## src/rtl/popcount_acc_pipe.sv

```systemverilog
`timescale 1ns/1ps
// -----------------------------------------------------------------------------
// popcount_acc_pipe
//
// Pipelined population-count accumulator. Each accepted beat is split into
// G = N_IN/12 groups. Each group is reduced by a 12-to-4 compressor. The
// group counts are summed, and the beat totals are accumulated over a
// multi-beat group that ends on in_last. One saturated total is emitted
// per group over a valid/ready handshake.
//
// Pipeline: stage 1 = per-group counts, stage 2 = beat sum,
//           stage 3 = accumulator / result register.
// The whole pipeline stalls together while a result is held unconsumed.
//
// Optional build macro: POPCOUNT_XNOR_EN
//   Adds in_weight. Stage 1 then counts ~(in_data ^ in_weight), which gives
//   an XNOR-popcount for binarised MACs.
//
// Parameters:
//   N_IN   input vector width per beat; must be a multiple of 12
//   ACC_W  accumulator/output width; must be >= clog2(N_IN+1)
//
// Ports:
//   clk        rising-edge clock
//   reset      asynchronous, active-high reset
//   in_valid   input beat valid
//   in_ready   block can accept a beat (combinational)
//   in_data    bit vector to count
//   in_weight  (POPCOUNT_XNOR_EN only) weight vector, sampled with in_data
//   in_last    final beat of the current group
//   out_valid  group result valid
//   out_ready  consumer accepts result
//   out_data   saturated group popcount total
//   out_sat    total saturated at some point during this group
// -----------------------------------------------------------------------------
module popcount_acc_pipe #(
    parameter int N_IN  = 24,
    parameter int ACC_W = 16
) (
    input  logic             clk,
    input  logic             reset,
    input  logic             in_valid,
    output logic             in_ready,
    input  logic [N_IN-1:0]  in_data,
`ifdef POPCOUNT_XNOR_EN
    input  logic [N_IN-1:0]  in_weight,
`endif
    input  logic             in_last,
    output logic             out_valid,
    input  logic             out_ready,
    output logic [ACC_W-1:0] out_data,
    output logic             out_sat
);

    localparam int CNT_W = $clog2(N_IN + 1);
    localparam int G     = N_IN / 12;
    localparam int SUM_W = ACC_W + 1;

    if ((N_IN % 12) != 0 || N_IN < 12) begin : g_chk_n_in
        $error("popcount_acc_pipe: N_IN must be a positive multiple of 12");
    end
    if (ACC_W < CNT_W) begin : g_chk_acc_w
        $error("popcount_acc_pipe: ACC_W must be >= clog2(N_IN+1)");
    end

    // 12-to-4 compressor: four 3:2 full-adder counts, then a small adder tree.
    function automatic logic [3:0] pop12(input logic [11:0] v);
        logic [1:0] c0, c1, c2, c3;
        c0 = 2'(v[0]) + 2'(v[1])  + 2'(v[2]);
        c1 = 2'(v[3]) + 2'(v[4])  + 2'(v[5]);
        c2 = 2'(v[6]) + 2'(v[7])  + 2'(v[8]);
        c3 = 2'(v[9]) + 2'(v[10]) + 2'(v[11]);
        return (4'(c0) + 4'(c1)) + (4'(c2) + 4'(c3));
    endfunction

    // ------------------------------------------------------------------
    // Global stall: everything advances unless a result is held unread.
    // ------------------------------------------------------------------
    logic en;
    assign en       = !(out_valid && !out_ready);
    assign in_ready = en;

    logic [N_IN-1:0] cnt_vec;
    always_comb begin
`ifdef POPCOUNT_XNOR_EN
        cnt_vec = ~(in_data ^ in_weight);
`else
        cnt_vec = in_data;
`endif
    end

    // ------------------------------------------------------------------
    // Stage 1: per-group counts
    // ------------------------------------------------------------------
    logic       s1_valid;
    logic       s1_last;
    logic [3:0] s1_cnt [G];

    always_ff @(posedge clk or posedge reset) begin
        if (reset) begin
            s1_valid <= 1'b0;
            s1_last  <= 1'b0;
            for (int unsigned g = 0; g < G; g++) begin
                s1_cnt[g] <= '0;
            end
        end else if (en) begin
            s1_valid <= in_valid;
            s1_last  <= in_valid && in_last;
            // Counts only load on real beats so in_data/in_weight are
            // don't-care on idle cycles.
            if (in_valid) begin
                for (int unsigned g = 0; g < G; g++) begin
                    s1_cnt[g] <= pop12(cnt_vec[g*12 +: 12]);
                end
            end
        end
    end

    // ------------------------------------------------------------------
    // Stage 2: beat total (CNT_W is wide enough for N_IN, so no overflow)
    // ------------------------------------------------------------------
    logic [CNT_W-1:0] grp_sum;
    always_comb begin
        grp_sum = '0;
        for (int unsigned g = 0; g < G; g++) begin
            grp_sum = grp_sum + CNT_W'(s1_cnt[g]);
        end
    end

    logic             s2_valid;
    logic             s2_last;
    logic [CNT_W-1:0] s2_cnt;

    always_ff @(posedge clk or posedge reset) begin
        if (reset) begin
            s2_valid <= 1'b0;
            s2_last  <= 1'b0;
            s2_cnt   <= '0;
        end else if (en) begin
            s2_valid <= s1_valid;
            s2_last  <= s1_last;
            if (s1_valid) begin
                s2_cnt <= grp_sum;
            end
        end
    end

    // ------------------------------------------------------------------
    // Stage 3: saturating accumulator and result register
    // ------------------------------------------------------------------
    logic [ACC_W-1:0] acc;
    logic             sticky;
    logic [SUM_W-1:0] acc_sum;
    logic             acc_ovf;
    logic [ACC_W-1:0] acc_sat;

    // One extra bit holds any carry, since acc + cnt < 2^(ACC_W+1).
    always_comb begin
        acc_sum = SUM_W'(acc) + SUM_W'(s2_cnt);
        acc_ovf = acc_sum[ACC_W];
        acc_sat = acc_ovf ? '1 : acc_sum[ACC_W-1:0];
    end

    always_ff @(posedge clk or posedge reset) begin
        if (reset) begin
            acc       <= '0;
            sticky    <= 1'b0;
            out_valid <= 1'b0;
            out_data  <= '0;
            out_sat   <= 1'b0;
        end else if (en) begin
            // en=1 means any held result is consumed this edge, so
            // out_valid simply follows whether a new result lands now.
            out_valid <= s2_valid && s2_last;
            if (s2_valid) begin
                if (s2_last) begin
                    out_data <= acc_sat;
                    out_sat  <= sticky | acc_ovf;
                    acc      <= '0;
                    sticky   <= 1'b0;
                end else begin
                    acc      <= acc_sat;
                    sticky   <= sticky | acc_ovf;
                end
            end
        end
    end

endmodule

```

## config.mk

```make
export PLATFORM = sky130hd
export DESIGN_NAME = popcount_acc_pipe
export DESIGN_NICKNAME = d
export VERILOG_FILES = /design/src/rtl/popcount_acc_pipe.sv
export SDC_FILE = /design/constraint.sdc
export NUM_CORES = 1
export LEC_CHECK = 0
export CORE_ASPECT_RATIO = 1.5
export CORE_MARGIN = 3
export CORE_UTILIZATION = 49
export DETAILED_ROUTE_END_ITERATION = 7
export PLACE_DENSITY = 0.78
export SLEW_MARGIN = 25
export SYNTH_ARGS = -nofsm -noshare
export SYNTH_HDL_FRONTEND = slang
export SYNTH_SLANG_ARGS = --single-unit
```

## constraint.sdc

```tcl
create_clock -name clk -period 2 [get_ports clk]
set_input_delay 0.5 -clock clk [delete_from_list [all_inputs] [get_ports clk]]
set_output_delay 0.5 -clock clk [all_outputs]
set_load 0.01 [all_outputs]
```

# Word level (Yosys, flattened, before mapping)
# Cells that the tools add are included.
# op_classes
add_sub_neg,24
muxes,3
n_bitwise,2
n_reduce_logical,9
# op_table
cell,n
2-to-1 mux 16 bit,2
adder 16 x 5 -> 17 bit,1
adder 1 x 1 -> 2 bit,8
adder 2 x 1 -> 2 bit,8
adder 2 x 2 -> 3 bit,4
adder 3 x 3 -> 4 bit,2
AND reduction 2 bit,3
adder 4 x 4 -> 5 bit,1
logical AND 1 bit,3
AND reduction 3 bit,1
zero test 1 bit,2
2-to-1 mux 1 bit,1
NOT 1 bit,1
bitwise OR 1 bit,1
# word_totals
regBits,52
input_bits,29
out_inout_bits,19
wordCells,50

# Depth between registers and ports, before layout
# Gate-level depths: netlist (run 1).
# logic_depth
depth_word,4
depth_mapped,11
depth_no_buf,11

# Least setup slack after synthesis (run 1)
# Ideal clock, no wire load.
# synth_timing
path_kind,input to register
startpoint,input port in_data[12]
endpoint,register s1_cnt[2] in the netlist's numbering
setup_ns,0.083
t_arrival_ns,3.283
required_ns,1.917
slack_ns,-1.366
cell_stages,11
n_path_buf,0
cell_sequence,inv_1 fa_1 fa_1 fa_1 fa_1 inv_1 ha_1 inv_1 fa_1 xor2_1 o21ai_0
# synth_between
elab_chain_len,4
# synth_lines
item,line,rtl
from (decl),44,"input logic [N_IN-1:0] in_data,"
adder 1 x 1 -> 2 bit,69,c0 = 2'(v[0]) + 2'(v[1]) + 2'(v[2]);
adder 2 x 1 -> 2 bit,69,
adder 2 x 2 -> 3 bit,73,return (4'(c0) + 4'(c1)) + (4'(c2) + 4'(c3));
adder 3 x 3 -> 4 bit,73,
"to (signal, indexed assignment)",113,s1_cnt[g] <= pop12(cnt_vec[g*12 +: 12]);
to (decl),97,logic [3:0] s1_cnt [G];
# Every way passes these cells.
# A chain may end at the register's enable or synchronous reset.

# Worst setup path in the final report (run 1)
# layout_timing
startpoint,input port in_data[17]
endpoint,register s1_cnt[2] in the netlist's numbering
# layout_between
elab_chain_len,3
# layout_lines
item,line,rtl
adder 2 x 1 -> 2 bit,70,c1 = 2'(v[3]) + 2'(v[4]) + 2'(v[5]);
adder 2 x 2 -> 3 bit,73,
adder 3 x 3 -> 4 bit,73,
# Every way passes these cells.

==> impl_results.html, run 1 <==
<table>
<tr><th>Metric</th><th>Value</th></tr>
<tr><th colspan="2">Outcome</th></tr>
<tr><td>Status</td><td>finished with violations</td></tr>
<tr><td>Violated checks</td><td>negative setup slack</td></tr>
<tr><th colspan="2">STA</th></tr>
<tr><td>Share of the clock period used by the worst path after layout</td><td>1.62</td></tr>
<tr><td>Slew at the pin with the worst max-slew slack</td><td>between 0.6 and 0.7 ns</td></tr>
<tr><td>Final critical delay including setup and external delays</td><td>3.24 ns</td></tr>
<tr><td>Worst slack on hold paths</td><td>approximately 0.46 ns</td></tr>
<tr><td>Peak clock frequency supported by timing</td><td>~310 MHz</td></tr>
<tr><td>Worst clock skew on the final layout</td><td>0.00744 ns</td></tr>
<tr><td>Max-slew headroom at the worst pin</td><td>0.553</td></tr>
<tr><td>Total negative slack for setup checks</td><td>-9.27 ns</td></tr>
<tr><td>Max Slew Vio Count</td><td>0</td></tr>
<tr><td>Final Hold Viols</td><td>0</td></tr>
<tr><td>Final setup margin</td><td>-1.24 ns</td></tr>
<tr><td>Setup repair after global routing missed its margin</td><td>true</td></tr>
<tr><td>Final Setup Violations</td><td>14</td></tr>
<tr><th colspan="2">Worst setup path</th></tr>
<tr><td>Arrival time of the worst setup path</td><td>between 3 and 4 ns</td></tr>
<tr><td>Kind of start point of the critical path</td><td>primary input</td></tr>
<tr><td>Critical path start-end classification</td><td>in -&gt; reg</td></tr>
<tr><td>Critical Path Sink Type</td><td>flip-flop</td></tr>
<tr><td>Worst-path maximum fanout</td><td>2</td></tr>
<tr><td>Data required time at the worst endpoint</td><td>~2.3 ns</td></tr>
<tr><th colspan="2">Drt</th></tr>
<tr><td>Total wire length after detailed routing</td><td>7690 um</td></tr>
<tr><td>Starting DRC count in detailed routing</td><td>~130</td></tr>
<tr><td>Total number of vias</td><td>2669</td></tr>
<tr><td>Residual DRC count</td><td>0</td></tr>
<tr><td>Average detailed-routed wire length per instance</td><td>approximately 16 um</td></tr>
<tr><td>First-pass DRT Iterations</td><td>4</td></tr>
<tr><td>Final ANT Viol Nets</td><td>0</td></tr>
<tr><td>Ratio of routed vias to standard cells</td><td>around 5.6</td></tr>
<tr><th colspan="2">Synthesis</th></tr>
<tr><td>Share of the synthesized area in the top cell type</td><td>0.401</td></tr>
<tr><td>Leading cell types by total area after synthesis</td><td>sky130_fd_sc_hd__dfrtp_1 40%, sky130_fd_sc_hd__fa_1 9.9%, sky130_fd_sc_hd__ha_1 6.6%, sky130_fd_sc_hd__inv_1 5.2%, sky130_fd_sc_hd__a21oi_1 4.5%</td></tr>
<tr><td>Synth Warn #</td><td>0</td></tr>
<tr><td>Synthesized area</td><td>3240 um2</td></tr>
<tr><td>Xor/xnor cell area share of the yosys netlist</td><td>0.0324</td></tr>
<tr><td>Post-synthesis compound-gate area fraction</td><td>0.189</td></tr>
<tr><td>Post-synth top area cell</td><td>sky130_fd_sc_hd__dfrtp_1</td></tr>
<tr><td>Combinational family with the most area after synthesis</td><td>compound AO/OA/AOI/OAI gates</td></tr>
<tr><td>Number of distinct standard cells referenced by the synthesized netlist</td><td>53</td></tr>
<tr><td>Synthesized area per cell</td><td>9.88 um2</td></tr>
<tr><td>Mux cell area share after synthesis</td><td>0.0170</td></tr>
<tr><td>Seq/Total Area, Yosys</td><td>0.401</td></tr>
<tr><td>Post-synthesis share of cell area spent on and, or, nand and nor gates</td><td>0.119</td></tr>
<tr><td>Total of flip-flops plus latches after synthesis</td><td>52</td></tr>
<tr><td>Share of flip-flops with an asynchronous set or reset after synthesis</td><td>1.00</td></tr>
<tr><td>Fraction of the mapped netlist area in adder cells</td><td>0.164</td></tr>
<tr><td>Instance count of the mapped netlist</td><td>between 300 and 400</td></tr>
<tr><td>Synth Flop Type</td><td>sky130_fd_sc_hd__dfrtp_1</td></tr>
<tr><td>EDFF count, synth</td><td>0</td></tr>
<tr><td>Synthesized net count</td><td>between 300 and 400</td></tr>
<tr><th colspan="2">Placement</th></tr>
<tr><td>HPWL after detailed placement</td><td>around 5200 um</td></tr>
<tr><td>Routability-driven placement congestion ratio</td><td>just over 0.8</td></tr>
<tr><td>Placed cells</td><td>roughly 460</td></tr>
<tr><td>IO buf count</td><td>47</td></tr>
<tr><th colspan="2">Global routing</th></tr>
<tr><td>Number of antenna violations at the first check in global routing</td><td>0</td></tr>
<tr><td>Global routing usage summed across all routing layers</td><td>0.206</td></tr>
<tr><td>Number of global-route vias before repair</td><td>around 2800</td></tr>
<tr><td>Maximum number of pins on one net before global-route repair</td><td>39</td></tr>
<tr><td>Global route overflow</td><td>0</td></tr>
<tr><td>Global-route wire length before repair</td><td>about 12000 um</td></tr>
<tr><th colspan="2">Floorplanning</th></tr>
<tr><td>Chip Width</td><td>72.4 um</td></tr>
<tr><td>Total die area</td><td>between 7000 and 8000 um2</td></tr>
<tr><td>Core footprint</td><td>6260 um2</td></tr>
<tr><td>Cell Rows</td><td>35</td></tr>
<tr><td>Overall die height</td><td>106 um</td></tr>
<tr><td>Number of primary I/O pins</td><td>48</td></tr>
<tr><td>Initial core utilization</td><td>0.518</td></tr>
<tr><th colspan="2">Run</th></tr>
<tr><td>Max-cap violations</td><td>0</td></tr>
<tr><th colspan="2">Clock tree</th></tr>
<tr><td>Number of buffers on the longest clock path</td><td>2</td></tr>
<tr><td>Number of H-tree branching levels</td><td>2</td></tr>
<tr><td>Clock tree from TritonCTS</td><td>yes</td></tr>
<tr><td>Cts bufs inserted</td><td>5</td></tr>
<tr><td>Clk_lat worst skew</td><td>roughly 0.32 ns</td></tr>
<tr><td>Clock-pin transition on the worst setup and hold timing paths</td><td>roughly 0.1 ns</td></tr>
<tr><td>Clock net sink count</td><td>52</td></tr>
<tr><td>Cell at the root of the clock tree</td><td>sky130_fd_sc_hd__clkbuf_8</td></tr>
<tr><th colspan="2">Layout</th></tr>
<tr><td>Number of cells in the finished layout apart from fillers</td><td>480</td></tr>
<tr><td>Final net count</td><td>467</td></tr>
<tr><td>Utilization after layout</td><td>0.713</td></tr>
<tr><td>Fraction of final layout cells with drive strength greater than 1</td><td>0.335</td></tr>
<tr><td>Antenna fix cells</td><td>0</td></tr>
<tr><td>Syn-to-layout area delta</td><td>37.8%</td></tr>
<tr><th colspan="2">Worst hold path</th></tr>
<tr><td>Classification of the worst-slack hold path</td><td>in -&gt; async</td></tr>
<tr><th colspan="2">Power</th></tr>
<tr><td>Peak ir drop on the vdd network</td><td>605 uV</td></tr>
<tr><td>Total leakage power</td><td>between 2 and 2.5 nW</td></tr>
<tr><td>P per Cell Area</td><td>between 1000 and 1500 nW/um2</td></tr>
</table>
[final timing paths]
check | start | end | slack (ns) | cells past startpoint
worst min-delay path | reset | out_valid$_DFFE_PP0N_ | 0.46 | 2
worst max register to register | s2_cnt[0]$_DFFE_PP0P_ | acc[4]$_DFFE_PP0P_ | -0.13 | 8
min in group clk | out_sat$_DFFE_PP0P_ | out_sat$_DFFE_PP0P_ | 0.48 | 2
max in group asynchronous | reset | out_data[2]$_DFFE_PP0P_ | 1.03 | 3
worst max-delay path | in_data[17] | s1_cnt[2]$_DFFE_PP0P_ | -1.24 | 12
worst min register to register | out_sat$_DFFE_PP0P_ | out_sat$_DFFE_PP0P_ | 0.48 | 2
[layout make-up]
class | count | area (um2)
well taps | 74 | 92.6
clock inverters | 3 | 46.3
fillers | 445 | 1800
repair buffers | 86 | 808
inverters | 45 | 169
flip-flops and latches | 52 | 1300
multi-input cells | 215 | 1980
clock buffers | 5 | 68.8
[power breakdown]
part | switching, mW | internal (mW) | total (mW)
clock network | 0.374 | 0.377 | 0.751
logic | 1.39 | 1.53 | 2.92
registers | 0.288 | 1.37 | 1.66
total | 2.05 | 3.28 | 5.33
[sequential cells by signal, indices dropped and copies added (netlist names)]
name	count
sticky	1
s1_cnt	8
s1_last	1
acc	16
out_valid	1
s2_valid	1
s2_cnt	5
out_data	16
s1_valid	1
out_sat	1
s2_last	1
[critical path, cell delays in order]
cell and delay [ns]:
sky130_fd_sc_hd__buf_6 0.09, sky130_fd_sc_hd__fa_1 0.53, sky130_fd_sc_hd__inv_1 0.05, sky130_fd_sc_hd__fa_1 0.46
sky130_fd_sc_hd__fa_1 0.54, sky130_fd_sc_hd__fa_2 0.46, sky130_fd_sc_hd__inv_2 0.08, sky130_fd_sc_hd__ha_4 0.12
sky130_fd_sc_hd__inv_2 0.03, sky130_fd_sc_hd__fa_2 0.33, sky130_fd_sc_hd__xor2_1 0.16, sky130_fd_sc_hd__o21ai_1 0.12
[synthesized netlist by cell type (2+ instances only)]
cell / number
sky130_fd_sc_hd__nand3_1: 3
sky130_fd_sc_hd__a21o_1: 7
sky130_fd_sc_hd__a21oi_1: 29
sky130_fd_sc_hd__ha_1: 17
sky130_fd_sc_hd__dfrtp_1: 52
sky130_fd_sc_hd__xnor2_1: 6
sky130_fd_sc_hd__inv_1: 45
sky130_fd_sc_hd__nor2_1: 17
sky130_fd_sc_hd__clkbuf_2: 2
sky130_fd_sc_hd__clkbuf_1: 7
sky130_fd_sc_hd__and4_2: 2
sky130_fd_sc_hd__xor2_1: 6
sky130_fd_sc_hd__a22o_1: 3
sky130_fd_sc_hd__buf_2: 4
sky130_fd_sc_hd__o21ai_0: 21
sky130_fd_sc_hd__fa_1: 16
sky130_fd_sc_hd__a31o_2: 5
sky130_fd_sc_hd__a31oi_1: 7
sky130_fd_sc_hd__nor3_1: 2
sky130_fd_sc_hd__o31ai_1: 5
sky130_fd_sc_hd__a31o_1: 2
sky130_fd_sc_hd__and3_1: 3
sky130_fd_sc_hd__nand2_1: 33
sky130_fd_sc_hd__mux2_2: 4
sky130_fd_sc_hd__and4_1: 2
[metal layers]
layer	GRT usage	vias to the layer above	share of wire	wire [um]
met5	0	-	0	0
met2	0.380	75	0.57	4390
met1	0.214	1303	0.35	2730
met3	0.0324	25	0.039	296
li1	-	1266	-	-
met4	0.113	0	0.035	272
[repair_timing]
action	CTS	global route
gates cloned	1	0
buffers inserted	7	6
resized for setup	78	41
endpoints found under the setup margin	34	36
hold buffers	0	0
pin swaps	35	46
[cell families (layout without fill, tap and decap cells)]
group                      after synthesis  after routing
xor gates and xnor gates                12             12
DFF                                     52             52
and+or+nand+nor                         74             74
buffers and inverters                   61            139
muxes                                    5              5
AOI/OAI and AO/OA                       91             91
adders and majority gates               33             33
[layout by cell type (no fill, tap or decap), drive strengths merged, types with 2 or more instances in the layout]
cell type | synthesis | final
and4 | 5 | 5
a21o | 8 | 8
nand3 | 4 | 4
o21ai | 21 | 21
clkdlybuf4s50 | 0 | 34
nor3 | 2 | 2
a31o | 7 | 7
clkbuf | 9 | 8
and3 | 4 | 4
nor2 | 17 | 17
mux2 | 4 | 4
a31oi | 7 | 7
nand4 | 3 | 3
inv | 45 | 46
nand2 | 33 | 33
buf | 7 | 48
xnor2 | 6 | 6
ha | 17 | 17
fa | 16 | 16
xor2 | 6 | 6
dfrtp | 52 | 52
a22o | 3 | 3
o31ai | 5 | 5
a21oi | 31 | 31
[metrics by stage]
step	setup slack (ns)	power [mW]	area, um2
2_1_floorplan	-1.35	3.10	3280
3_3_place_gp	-1.87	3.86	4000
3_5_place_dp	-2.04	3.98	4000
4_1_cts	-1.39	4.93	4290
5_1_grt	-1.31	5.72	4470
6_report	-1.24	5.33	4470
No activity file was read; power rests on OpenSTA's default activity.
==> inputs of run 2 (changes only) <==
--- a/config.mk
+++ b/config.mk
@@ -5,6 +5,7 @@
 export SDC_FILE = /design/constraint.sdc
 export NUM_CORES = 1
 export LEC_CHECK = 0
+export CAP_MARGIN = 20
 export CORE_ASPECT_RATIO = 1.5
 export CORE_MARGIN = 3
 export CORE_UTILIZATION = 49
==> results of run 2 <==
No change in the layout: final DEF, timing and power equal those of run 1.
==> inputs of run 3 (changes only) <==
--- a/config.mk
+++ b/config.mk
@@ -10,6 +10,7 @@
 export CORE_MARGIN = 3
 export CORE_UTILIZATION = 49
 export DETAILED_ROUTE_END_ITERATION = 7
+export HOLD_SLACK_MARGIN = 0.03
 export PLACE_DENSITY = 0.78
 export SLEW_MARGIN = 25
 export SYNTH_ARGS = -nofsm -noshare
==> results of run 3 <==
No change in the layout: final DEF, timing and power equal those of run 1.
